File: config.mk
export PLATFORM = sky130hd
export DESIGN_NAME = jt1943_romserve
export DESIGN_NICKNAME = d
export VERILOG_FILES = /design/src/rtl/jt1943_romserve_pkg.sv /design/src/rtl/jt1943_rr_arb3.sv /design/src/rtl/jt1943_romserve.sv
export SDC_FILE = /design/constraint.sdc
export NUM_CORES = 1
export LEC_CHECK = 0
export ABC_AREA = 1
export CORE_ASPECT_RATIO = 0.5
export CORE_MARGIN = 5
export CORE_UTILIZATION = 45
export DETAILED_ROUTE_END_ITERATION = 10
export GPL_ROUTABILITY_DRIVEN = 0
export PLACE_DENSITY = 0.86
export SYNTH_ARGS = -nofsm -noshare
export SYNTH_HDL_FRONTEND = slang
export SYNTH_SLANG_ARGS = --single-unit
File: constraint.sdc
create_clock -name clk -period 3.9 [get_ports clk]
set_input_delay 0.39 -clock clk [delete_from_list [all_inputs] [get_ports clk]]
set_output_delay 0.39 -clock clk [all_outputs]
set_load 0.05 [all_outputs]
File: src/rtl/jt1943_romserve_pkg.sv
// Shared definitions for the ROM server: FSM encoding, client count and
// the round-robin successor helper.
package jt1943_romserve_pkg;

    localparam int NCLIENTS = 3;

    typedef enum logic [1:0] {
        IDLE    = 2'd0,
        WAIT    = 2'd1,
        DATA    = 2'd2,
        DELIVER = 2'd3
    } rs_state_e;

    // Next client index after idx, wrapping 2 -> 0 (3 is treated as 2).
    function automatic logic [1:0] rr_next(input logic [1:0] idx);
        return (idx >= 2'd2) ? 2'd0 : idx + 2'd1;
    endfunction

endpackage

File: src/rtl/jt1943_rr_arb3.sv
// Combinational three-way round-robin arbiter: the search starts at ptr and
// the first requesting client found wins.
module jt1943_rr_arb3
    import jt1943_romserve_pkg::*;
(
    input  logic [NCLIENTS-1:0] req,
    input  logic [1:0]          ptr,
    output logic [NCLIENTS-1:0] gnt,
    output logic [1:0]          idx,
    output logic                any
);

    always_comb begin
        logic [1:0] cand;
        gnt  = '0;
        idx  = 2'd0;
        any  = 1'b0;
        // An out-of-range pointer restarts the search at client 0.
        cand = (ptr >= 2'd3) ? 2'd0 : ptr;
        for (int i = 0; i < NCLIENTS; i++) begin
            if (!any && req[cand]) begin
                any       = 1'b1;
                idx       = cand;
                gnt[cand] = 1'b1;
            end
            cand = rr_next(cand);
        end
    end

endmodule

File: src/rtl/jt1943_romserve.sv
// ROM request responder: arbitrates three cached ROM clients onto a single
// 32-bit SDRAM read port and returns each word with a cen-aligned strobe.
module jt1943_romserve
    import jt1943_romserve_pkg::*;
#(
    parameter int          AW0     = 18,
    parameter int          AW1     = 18,
    parameter int          AW2     = 18,
    parameter int          SW      = 22,
    parameter int unsigned OFFSET0 = 0,
    parameter int unsigned OFFSET1 = 'h10000,
    parameter int unsigned OFFSET2 = 'h20000
)(
    input  logic           clk,
    input  logic           rst,
    input  logic           cen,
    input  logic           req0,
    input  logic [AW0-1:0] addr0,
    input  logic           req1,
    input  logic [AW1-1:0] addr1,
    input  logic           req2,
    input  logic [AW2-1:0] addr2,
    output logic [31:0]    dout,
    output logic           we0,
    output logic           we1,
    output logic           we2,
    output logic           sdram_req,
    output logic [SW-1:0]  sdram_addr,
    input  logic           sdram_ack,
    input  logic           data_rdy,
    input  logic [31:0]    data_read,
    output rs_state_e      dbg_state
);

    // Handshakes: sdram_req is raised at grant and held with a stable
    // sdram_addr until the one-cycle sdram_ack; data_rdy is honoured only in
    // WAIT (together with ack) or DATA; a client strobe weN stays high with a
    // stable dout until it has overlapped one cen=1 cycle, then drops.

    rs_state_e            state, state_nx;
    logic [1:0]           ptr, ptr_nx;
    logic [1:0]           gnt_idx, gnt_idx_nx;
    logic [NCLIENTS-1:0]  gnt_q, gnt_q_nx;
    logic [NCLIENTS-1:0]  we_q, we_nx;
    logic [31:0]          dout_nx;
    logic                 sdram_req_nx;
    logic [SW-1:0]        sdram_addr_nx;

    logic [NCLIENTS-1:0]  arb_gnt;
    logic [1:0]           arb_idx;
    logic                 arb_any;

    logic [SW-1:0]        word0, word1, word2, word_sel;
    logic                 unused_addr_bits;

    // Byte address to word address, zero-extended, then rebased; wraps mod 2^SW.
    assign word0 = SW'(OFFSET0) + SW'(addr0[AW0-1:2]);
    assign word1 = SW'(OFFSET1) + SW'(addr1[AW1-1:2]);
    assign word2 = SW'(OFFSET2) + SW'(addr2[AW2-1:2]);
    assign unused_addr_bits = ^{addr0[1:0], addr1[1:0], addr2[1:0]};

    always_comb begin
        word_sel = word0;
        case (arb_idx)
            2'd1:    word_sel = word1;
            2'd2:    word_sel = word2;
            default: word_sel = word0;
        endcase
    end

    jt1943_rr_arb3 u_arb (
        .req ({req2, req1, req0}),
        .ptr (ptr),
        .gnt (arb_gnt),
        .idx (arb_idx),
        .any (arb_any)
    );

    always_comb begin
        state_nx      = state;
        ptr_nx        = ptr;
        gnt_idx_nx    = gnt_idx;
        gnt_q_nx      = gnt_q;
        we_nx         = we_q;
        dout_nx       = dout;
        sdram_req_nx  = sdram_req;
        sdram_addr_nx = sdram_addr;
        case (state)
            IDLE: begin
                if (arb_any) begin
                    gnt_idx_nx    = arb_idx;
                    gnt_q_nx      = arb_gnt;
                    sdram_addr_nx = word_sel;
                    sdram_req_nx  = 1'b1;
                    state_nx      = WAIT;
                end
            end
            WAIT: begin
                if (sdram_ack) begin
                    sdram_req_nx = 1'b0;
                    // A controller may answer in the same cycle it accepts.
                    if (data_rdy) begin
                        dout_nx  = data_read;
                        we_nx    = gnt_q;
                        state_nx = DELIVER;
                    end else begin
                        state_nx = DATA;
                    end
                end
            end
            DATA: begin
                if (data_rdy) begin
                    dout_nx  = data_read;
                    we_nx    = gnt_q;
                    state_nx = DELIVER;
                end
            end
            DELIVER: begin
                if (cen) begin
                    we_nx    = '0;
                    ptr_nx   = rr_next(gnt_idx);
                    state_nx = IDLE;
                end
            end
            default: begin
                we_nx        = '0;
                sdram_req_nx = 1'b0;
                state_nx     = IDLE;
            end
        endcase
    end

    always_ff @(posedge clk or posedge rst) begin
        if (rst) begin
            state      <= IDLE;
            ptr        <= 2'd0;
            gnt_idx    <= 2'd0;
            gnt_q      <= '0;
            we_q       <= '0;
            dout       <= 32'd0;
            sdram_req  <= 1'b0;
            sdram_addr <= '0;
        end else begin
            state      <= state_nx;
            ptr        <= ptr_nx;
            gnt_idx    <= gnt_idx_nx;
            gnt_q      <= gnt_q_nx;
            we_q       <= we_nx;
            dout       <= dout_nx;
            sdram_req  <= sdram_req_nx;
            sdram_addr <= sdram_addr_nx;
        end
    end

    assign we0       = we_q[0];
    assign we1       = we_q[1];
    assign we2       = we_q[2];
    assign dbg_state = state;

endmodule
# Word-level counts from Yosys, hierarchy flattened
# Index checks and enable logic that the tools add are counted.
# totals
regBits	67
output_inout_bits	60
wordCells	93
# classes
n_addsub	5
magnitude_cmp	10
n_eq_ne	9
n_mux	42
n_bitwise	2
reduce_logical	17
# op_table
op	n
two-way mux 32 bit	2
one-hot mux 32 bit (2 select lines)	1
one-hot mux 19 bit (2 select lines)	1
two-way mux 2 bit	11
adder 18 x 16 -> 19 bit, first input constant	1
adder 17 x 16 -> 18 bit, first input constant	1
two-way mux 3 bit	6
two-way mux 1 bit	12
< comparator 2 x 3 -> 1 bit, second input constant	3
one-hot mux 3 bit (3 select lines)	1
greater-or-equal comparator 2 bit, second input constant	4
inequality test 2 bit, second input constant	4
one-hot mux 2 bit (4 select lines)	1
adder 2 x 1 -> 2 bit, second input constant	3
binary-select mux 1 bit (select 2 bit)	3
demux 1 bit (select 2 bit)	3
== test 2 bit, second input constant	3
greater-or-equal comparator 2 x 1 -> 1 bit, second input constant	3
OR 3 bit	2
AND reduction 2 bit	3
AND reduction 3 bit	2
logical AND 1 bit	5
== test 2 x 1 -> 1 bit, second input constant	2
AND reduction 4 bit	1
5 further kinds	7

# Logic depth before layout (Yosys ltp)
# Gate-level depths: netlist of run 1.
# depth
depth_word	13
ltp_mapped	17
mapped_depth_nobuf	15

# Hierarchy
# From an unflattened synthesis of run 1, not the netlist that was laid out.
# unflattened
hier_cells	440
hier_area_um2	3557.2
# modules_own_cells
module	n_inst	cells_each	area_each_um2	seq_area_each_um2
jt1943_romserve	1	379	3243.1	1576.5
jt1943_rr_arb3	1	61	314.1	0.0

# Least setup slack after synthesis of run 1
# Ideal clock, no wire load.
# synth_timing
path_type	register -> register
from	register ptr[0]
to	register sdram_addr[10]
setup_ns	0.123
t_arrival_ns	2.429
setup_slack_ns	1.348
stages_incl_launch_ff	16
path_buffers	2
period_less_slack_ns	2.552
cell_sequence	dfrtp_1 > inv_1 > ha_1 > inv_2 > nand2_1 > nand3_2 > nand2_4 > inv_2 > nand4_1 > nand2_1 > inv_1 > ha_1 > buf_2 > buf_2 > mux2i_1 > o21ai_1
# synth_via
elab_chain_cells	13
word_cells_on_any_way	28
# synth_rtl
element	line	text
from (decl)	jt1943_romserve.sv:41	logic [1:0] ptr, ptr_nx;
from (signal assigned)	jt1943_romserve.sv:145	ptr <= ptr_nx;
greater-or-equal comparator 2 bit	jt1943_rr_arb3.sv:19	cand = (ptr >= 2'd3) ? 2'd0 : ptr;
two-way mux 2 bit (*)	jt1943_rr_arb3.sv:19	
parallel branches: the longest is 8 deep, another holds adder 2 x 1 -> 2 bit	n/a	
two-way mux 2 bit (*)	jt1943_rr_arb3.sv:21	if (!any && req[cand]) begin
net arb_idx[0]	jt1943_romserve.sv:50	logic [1:0] arb_idx;
== test 2 bit or == test 2 x 1 -> 1 bit (tied branches)	jt1943_romserve.sv:64	case (arb_idx)
one-hot mux 19 bit (2 select lines) (*)	jt1943_romserve.sv:64	
to (signal assigned)	jt1943_romserve.sv:151	sdram_addr <= sdram_addr_nx;
to (decl)	jt1943_romserve.sv:28	output logic [SW-1:0] sdram_addr,
# Mark *: on every way through the listed nets, which the timed path passes. The select of a mux whose other input is x is not followed.
# A chain may end at the register's enable or synchronous reset.

# Worst setup path in the final report of run 1
# layout_timing
from	register ptr[0]
to	register sdram_addr[12]
# Same word-level chain as after synthesis.

==> results.sh, run 1 <==
export IMPL_min_period_ns=2.76
export IMPL_syn_avg_cell_area_sq_um=10.8
export IMPL_cp_start_kind="flop"
export IMPL_grt_antenna_before_repair=0
export IMPL_ant_nets=0
export IMPL_maxCapViolations=0
export IMPL_yosysWarnings=0
export IMPL_synthCells=312
export IMPL_cp_num_buf_inv=4
export IMPL_clkSlewWorstSetupHoldPaths_ns=0.05
export IMPL_ys_seq_area_share_pct=46.8
export IMPL_die_area_sq_mm=0.00942
export IMPL_slew_viol_final=0
export IMPL_dp_hpwl_um=6510
export IMPL_synth_cell_type_count=32
export IMPL_wl_um=8620
export IMPL_synthTopCellsByArea="dfrtp_1 (47%), mux2_4 (13%), nand2_1 (7.9%)"
export IMPL_vias_per_cell=4.91
export IMPL_coreArea_sq_mm=0.00729
export IMPL_ctsHtreeMaxLevel=3
export IMPL_port_buffers=143
export IMPL_syn_area_sq_mm=0.00337
export IMPL_setup_viol=0
export IMPL_grt_overflow=0
export IMPL_vias=2728
export IMPL_synth_top_family_by_area="multiplexers"
export IMPL_cts_resized=0
export IMPL_cp_end_kind="flop"
export IMPL_cts_setup_buffers=0
export IMPL_fin_skew_ns=0.00352
export IMPL_drt_iter0_markers=127
export IMPL_final_cells=556
export IMPL_tightest_slew_ns=0.814
export IMPL_min_path_type="flop to flop"
export IMPL_crit_path_start="ptr[0]$_DFFE_PP0P_"
export IMPL_fp_dieH_um=71.2
export IMPL_setup_tns_ns=0
export IMPL_status="complete, no violations"
export IMPL_yosys_area_share_simple_pct=13.3
export IMPL_clk_latency_ns=0.32
export IMPL_crit_type="flop to flop"
export IMPL_rsz0062_at_grt="false"
export IMPL_worst_path_largest_cell_delay_ns=0.43
export IMPL_min_delay_start="sdram_req$_DFFE_PP0P_"
export IMPL_fmax_mhz=362
export IMPL_worstReg2RegStart="ptr[0]$_DFFE_PP0P_"
export IMPL_clock_sinks=63
export IMPL_grt_pass1_wl_um=13600
export IMPL_ios=154
export IMPL_cts_buffers=9
export IMPL_fill_cells=555
export IMPL_synth_top_cell_area_share_pct=46.8
export IMPL_drive_above_1_share_pct=14.1
export IMPL_synth_fa_ha_area_share_pct=4.46
export IMPL_crit_path_top_delay_cell="ha_1"
export IMPL_die_w_um=132
export IMPL_cp_arrival_ns=2.94
export IMPL_yosysTopAreaCell="dfrtp_1"
export IMPL_critPathTopFamily="adder cells"
export IMPL_grt_pass1_vias=2802
export IMPL_syn_to_final_growth_pct=51.8
export IMPL_cp_max_fo=16
export IMPL_cts_buffer_depth=2
export IMPL_wl_per_cell_um=15.5
export IMPL_row_count=22
export IMPL_post_route_drc_count=0
export IMPL_max_slew_margin_rel_pct=45.6
export IMPL_fin_nets=561
export IMPL_cts_tree="yes"
export IMPL_grt_max_degree=41
export IMPL_n_antenna_cell=0
export IMPL_synthXorXnorAreaFrac_pct=0
export IMPL_initial_utilization_pct=46.2
export IMPL_ys_ff_latch=63
export IMPL_grt_usage_pct=18.1
export IMPL_dr_pass1_iters=4
export IMPL_synth_area_mux_share_pct=18.8
export IMPL_hold_buffers=0
export IMPL_worstPathCellList="inv_1, ha_1, inv_2, nand2_1, nand3_2, nand2_4, nand3_1, nand2_1, inv_1, nand2_1, inv_1, ha_1, a22o_1, mux2i_1, o21ai_1"
export IMPL_finalHoldViolCount=0
export IMPL_required_ns=4.08
export IMPL_fin_crit_sh_pct=70.8
export IMPL_placed_cells=540
export IMPL_clockRootBuffer="clkbuf_16"
export IMPL_synth_compound_area_share_pct=9.36
## synthesized netlist by cell type, drive strengths merged
library cell / count
o21a: 1
o31ai: 2
mux2: 32
ha: 12
nor2: 2
o21ai: 23
dfrtp: 63
a22o: 16
buf: 16
a21oi: 1
inv: 24
or2: 1
clkbuf: 1
nand4: 4
conb: 1
mux2i: 16
nand3: 20
o211ai: 2
nand2: 75
## logic make-up (layout without fill, tap and decap cells)
| group | Yosys count | count (layout) |
|---|---|---|
| other | 1 | 4 |
| AND/OR/NAND/NOR | 102 | 102 |
| buffers and inverters | 41 | 186 |
| AO/OA/AOI/OAI | 45 | 45 |
| flip-flops | 63 | 63 |
| multiplexers | 48 | 48 |
| adder cells (fa/ha/maj) | 12 | 12 |
## layout by cell type (no fill, tap or decap), types with 6 or more instances in the layout
cell type,count
a22o_1,16
clkbuf_16,9
clkdlybuf4s50_1,143
dfrtp_1,63
ha_1,12
inv_1,19
mux2_4,30
mux2i_1,16
nand2_1,71
nand3_1,18
o21ai_0,6
o21ai_1,16
## registers in the layout (all words and copies together) (netlist names)
register and count:
sdram_req 1, gnt_idx 2, sdram_addr 18, dout 32, dbg_state 2, we_q 3, ptr 2, gnt_q 3
## final timing paths
| check | cells past startpoint | slack (ns) | end |
|---|---|---|---|
| max reg2reg | 15 | 1.14 | sdram_addr[12]$_DFFE_PP0P_ |
| min | 2 | 0.48 | sdram_req$_DFFE_PP0P_ |
| min reg2reg | 2 | 0.48 | sdram_req$_DFFE_PP0P_ |
| min in group asynchronous | 2 | 0.58 | sdram_addr[11]$_DFFE_PP0P_ |
| max in group asynchronous | 3 | 2.49 | dout[2]$_DFFE_PP0P_ |
| max | 15 | 1.14 | sdram_addr[12]$_DFFE_PP0P_ |
## stage by stage
stage	area [sq um]	util, %	setup slack [ns]	hold WS (ns)
floorplan	3380	-	1.35	0.449
global placement	4800	65.9	1.07	0.455
detailed placement	4800	65.9	1.02	0.471
CTS	5110	70.1	1.13	0.484
global route	5110	70.1	0.844	0.498
finish	5110	70.1	1.14	0.477
## cell type report
cell class | instances | area, sq um | share of cell area [%]
flip-flops and latches | 63 | 1580 | 30.8
multi-input cells | 211 | 1560 | 30.5
repair buffers | 146 | 1450 | 28.4
clock buffers | 11 | 253 | 4.94
well taps | 96 | 120 | 2.35
inverters | 24 | 92.6 | 1.81
clock inverters | 5 | 56.3 | 1.10
## worst min-delay path: stages (launching register included)
cell and delay (ns):
dfrtp_1 0.34, nand2_1 0.06, nand2_1 0.05
## per-layer routing
layer  wire length, um  vias up  global-route usage, %
li1                  -     1337                      -
met4               268        0                   6.77
met3               405       22                   5.40
met2              4610       73                   33.0
met5                 0        -                      0
met1              3340     1296                   20.1
Power of run 1 is not shown: default switching activity piles up to over one toggle a cycle in this logic, so the estimate is an artifact.
==> run 2: changes to the inputs <==
Settings changed: CORE_UTILIZATION 45 to 38, PLACE_DENSITY 0.86 to 0.77.
Clock period 3.9 ns to 2.5 ns, I/O delays scaled along.
==> results.sh, run 2 (same netlist as run 1, synthesis figures left out) <==
export IMPL_status="complete, no violations"
export IMPL_dr_pass1_iters=4
export IMPL_rrSetupSlack_ns=0.08
export IMPL_reg_top3="dout x32, sdram_addr x18"
export IMPL_grt_pass1_wl_um=13700
export IMPL_die_area_sq_mm=0.0110
export IMPL_coreArea_sq_mm=0.00868
export IMPL_post_route_drc_count=0
export IMPL_ios=154
export IMPL_vias_per_cell=4.73
export IMPL_cp_end_kind="flop"
export IMPL_fin_crit_sh_pct=96.8
export IMPL_port_buffers=143
export IMPL_cts_buffer_depth=2
export IMPL_final_common_cell="clkdlybuf4s50_1"
export IMPL_clock_sinks=63
export IMPL_largest_reg_flops=32
export IMPL_required_ns=2.72
export IMPL_fmax_mhz=413
export IMPL_setup_viol=0
export IMPL_vias=2794
export IMPL_cp_max_fo=13
export IMPL_drive_above_1_share_pct=19.0
export IMPL_cp_num_buf_inv=6
export IMPL_die_w_um=143
export IMPL_clkSlewWorstSetupHoldPaths_ns=0.06
export IMPL_wl_per_cell_um=15.2
export IMPL_cp_arrival_ns=2.63
export IMPL_ctsHtreeMaxLevel=3
export IMPL_setup_tns_ns=0
export IMPL_fin_nets=575
export IMPL_row_count=24
export IMPL_grt_overflow=0
export IMPL_grt_antenna_before_repair=0
export IMPL_n_antenna_cell=0
export IMPL_worst_path_largest_cell_delay_ns=0.44
export IMPL_initial_utilization_pct=38.8
export IMPL_dp_hpwl_um=6720
export IMPL_grt_max_degree=43
export IMPL_worstPathCellList="inv_2, ha_2, inv_1, buf_4, nand3_2, nand2_4, inv_2, nand4_1, nand2_2, inv_1, ha_2, buf_12, mux2i_1, o21ai_1"
export IMPL_ant_nets=0
export IMPL_cp_start_kind="flop"
export IMPL_drt_iter0_markers=110
export IMPL_grt_usage_pct=15.8
export IMPL_crit_path_top_delay_cell="dfrtp_2"
export IMPL_cts_tree="yes"
export IMPL_hold_buffers=0
export IMPL_critPathTopFamily="buffers and inverters"
export IMPL_fin_skew_ns=0.00450
export IMPL_regMostFlops="dout"
export IMPL_layout_common_cells="clkdlybuf4s50_1 (143), nand2_1 (69), dfrtp_1 (62)"
export IMPL_ff2ff_path_depth=14
export IMPL_min_period_ns=2.42
export IMPL_min_path_type="input pin to asynchronous set/reset pin"
export IMPL_r2r_end="sdram_addr[10]$_DFFE_PP0P_"
export IMPL_clockRootBuffer="clkbuf_16"
export IMPL_tightest_slew_ns=0.559
export IMPL_maxCapViolations=0
export IMPL_crit_type="flop to flop"
export IMPL_syn_to_final_growth_pct=60.0
export IMPL_grt_pass1_vias=2750
export IMPL_wl_um=8990
export IMPL_fp_dieH_um=76.6
export IMPL_clk_latency_ns=0.33
export IMPL_cts_buffers=9
export IMPL_max_slew_margin_rel_pct=62.6
export IMPL_slew_viol_final=0
export IMPL_worstReg2RegStart="ptr[1]$_DFFE_PP0P_"
export IMPL_finalHoldViolCount=0
-- run 2: what timing repair did --
action | in CTS | in global routing
buffers inserted | 0 | 4
gates resized for setup | 0 | 13
setup endpoints to repair | 0 | 16
endpoints found under the hold margin | 0 | 0
-- run 2: area by class of cell --
type,count,area [sq um]
repair buffers,160,1630
inverters,24,92.6
clock inverters,6,92.6
clock buffers,10,239
fillers,736,3290
well taps,117,146
flip-flops and latches,63,1580
multi-input cells,211,1610
-- run 2: routing by layer --
layer  vias up  track usage, %  routed length, um
met5         -               0                  0
met1      1334            17.9               3540
met3        17            4.70                537
met2        76            28.1               4710
met4         0            5.60                206
li1       1367               -                  -
-- run 2: through the flow --
stage,worst slack [ns],hold slack [ns],cells,area (sq um),utilization [%]
final,0.0804,0.275,591,5390,62.1
after global routing,-0.0524,0.331,591,5390,62.1
after CTS,0.0127,0.287,587,5310,61.2
after detailed placement,0.0284,0.471,571,4980,57.4
after global placement,0.0593,0.456,571,4980,57.4
after floorplan,0.0230,0.399,315,3380,-
-- run 2: how the worst max path moves through the flow --
| stage | from | endpoint | slack [ns] | cells past startpoint |
|---|---|---|---|---|
| 5_1_grt | ptr[1]$_DFFE_PP0P_ | sdram_addr[2]$_DFFE_PP0P_ | -0.05 | 14 |
| 6_report | ptr[1]$_DFFE_PP0P_ | sdram_addr[10]$_DFFE_PP0P_ | 0.08 | 14 |
| 3_5_place_dp | ptr[0]$_DFFE_PP0P_ | sdram_addr[6]$_DFFE_PP0P_ | 0.03 | 14 |
| 3_3_place_gp | ptr[0]$_DFFE_PP0P_ | sdram_addr[6]$_DFFE_PP0P_ | 0.06 | 14 |
| 2_1_floorplan | ptr[0]$_DFFE_PP0P_ | sdram_addr[10]$_DFFE_PP0P_ | 0.02 | 15 |
| 4_1_cts | ptr[0]$_DFFE_PP0P_ | sdram_addr[6]$_DFFE_PP0P_ | 0.01 | 14 |
Power of run 2 is left out for the same reason.
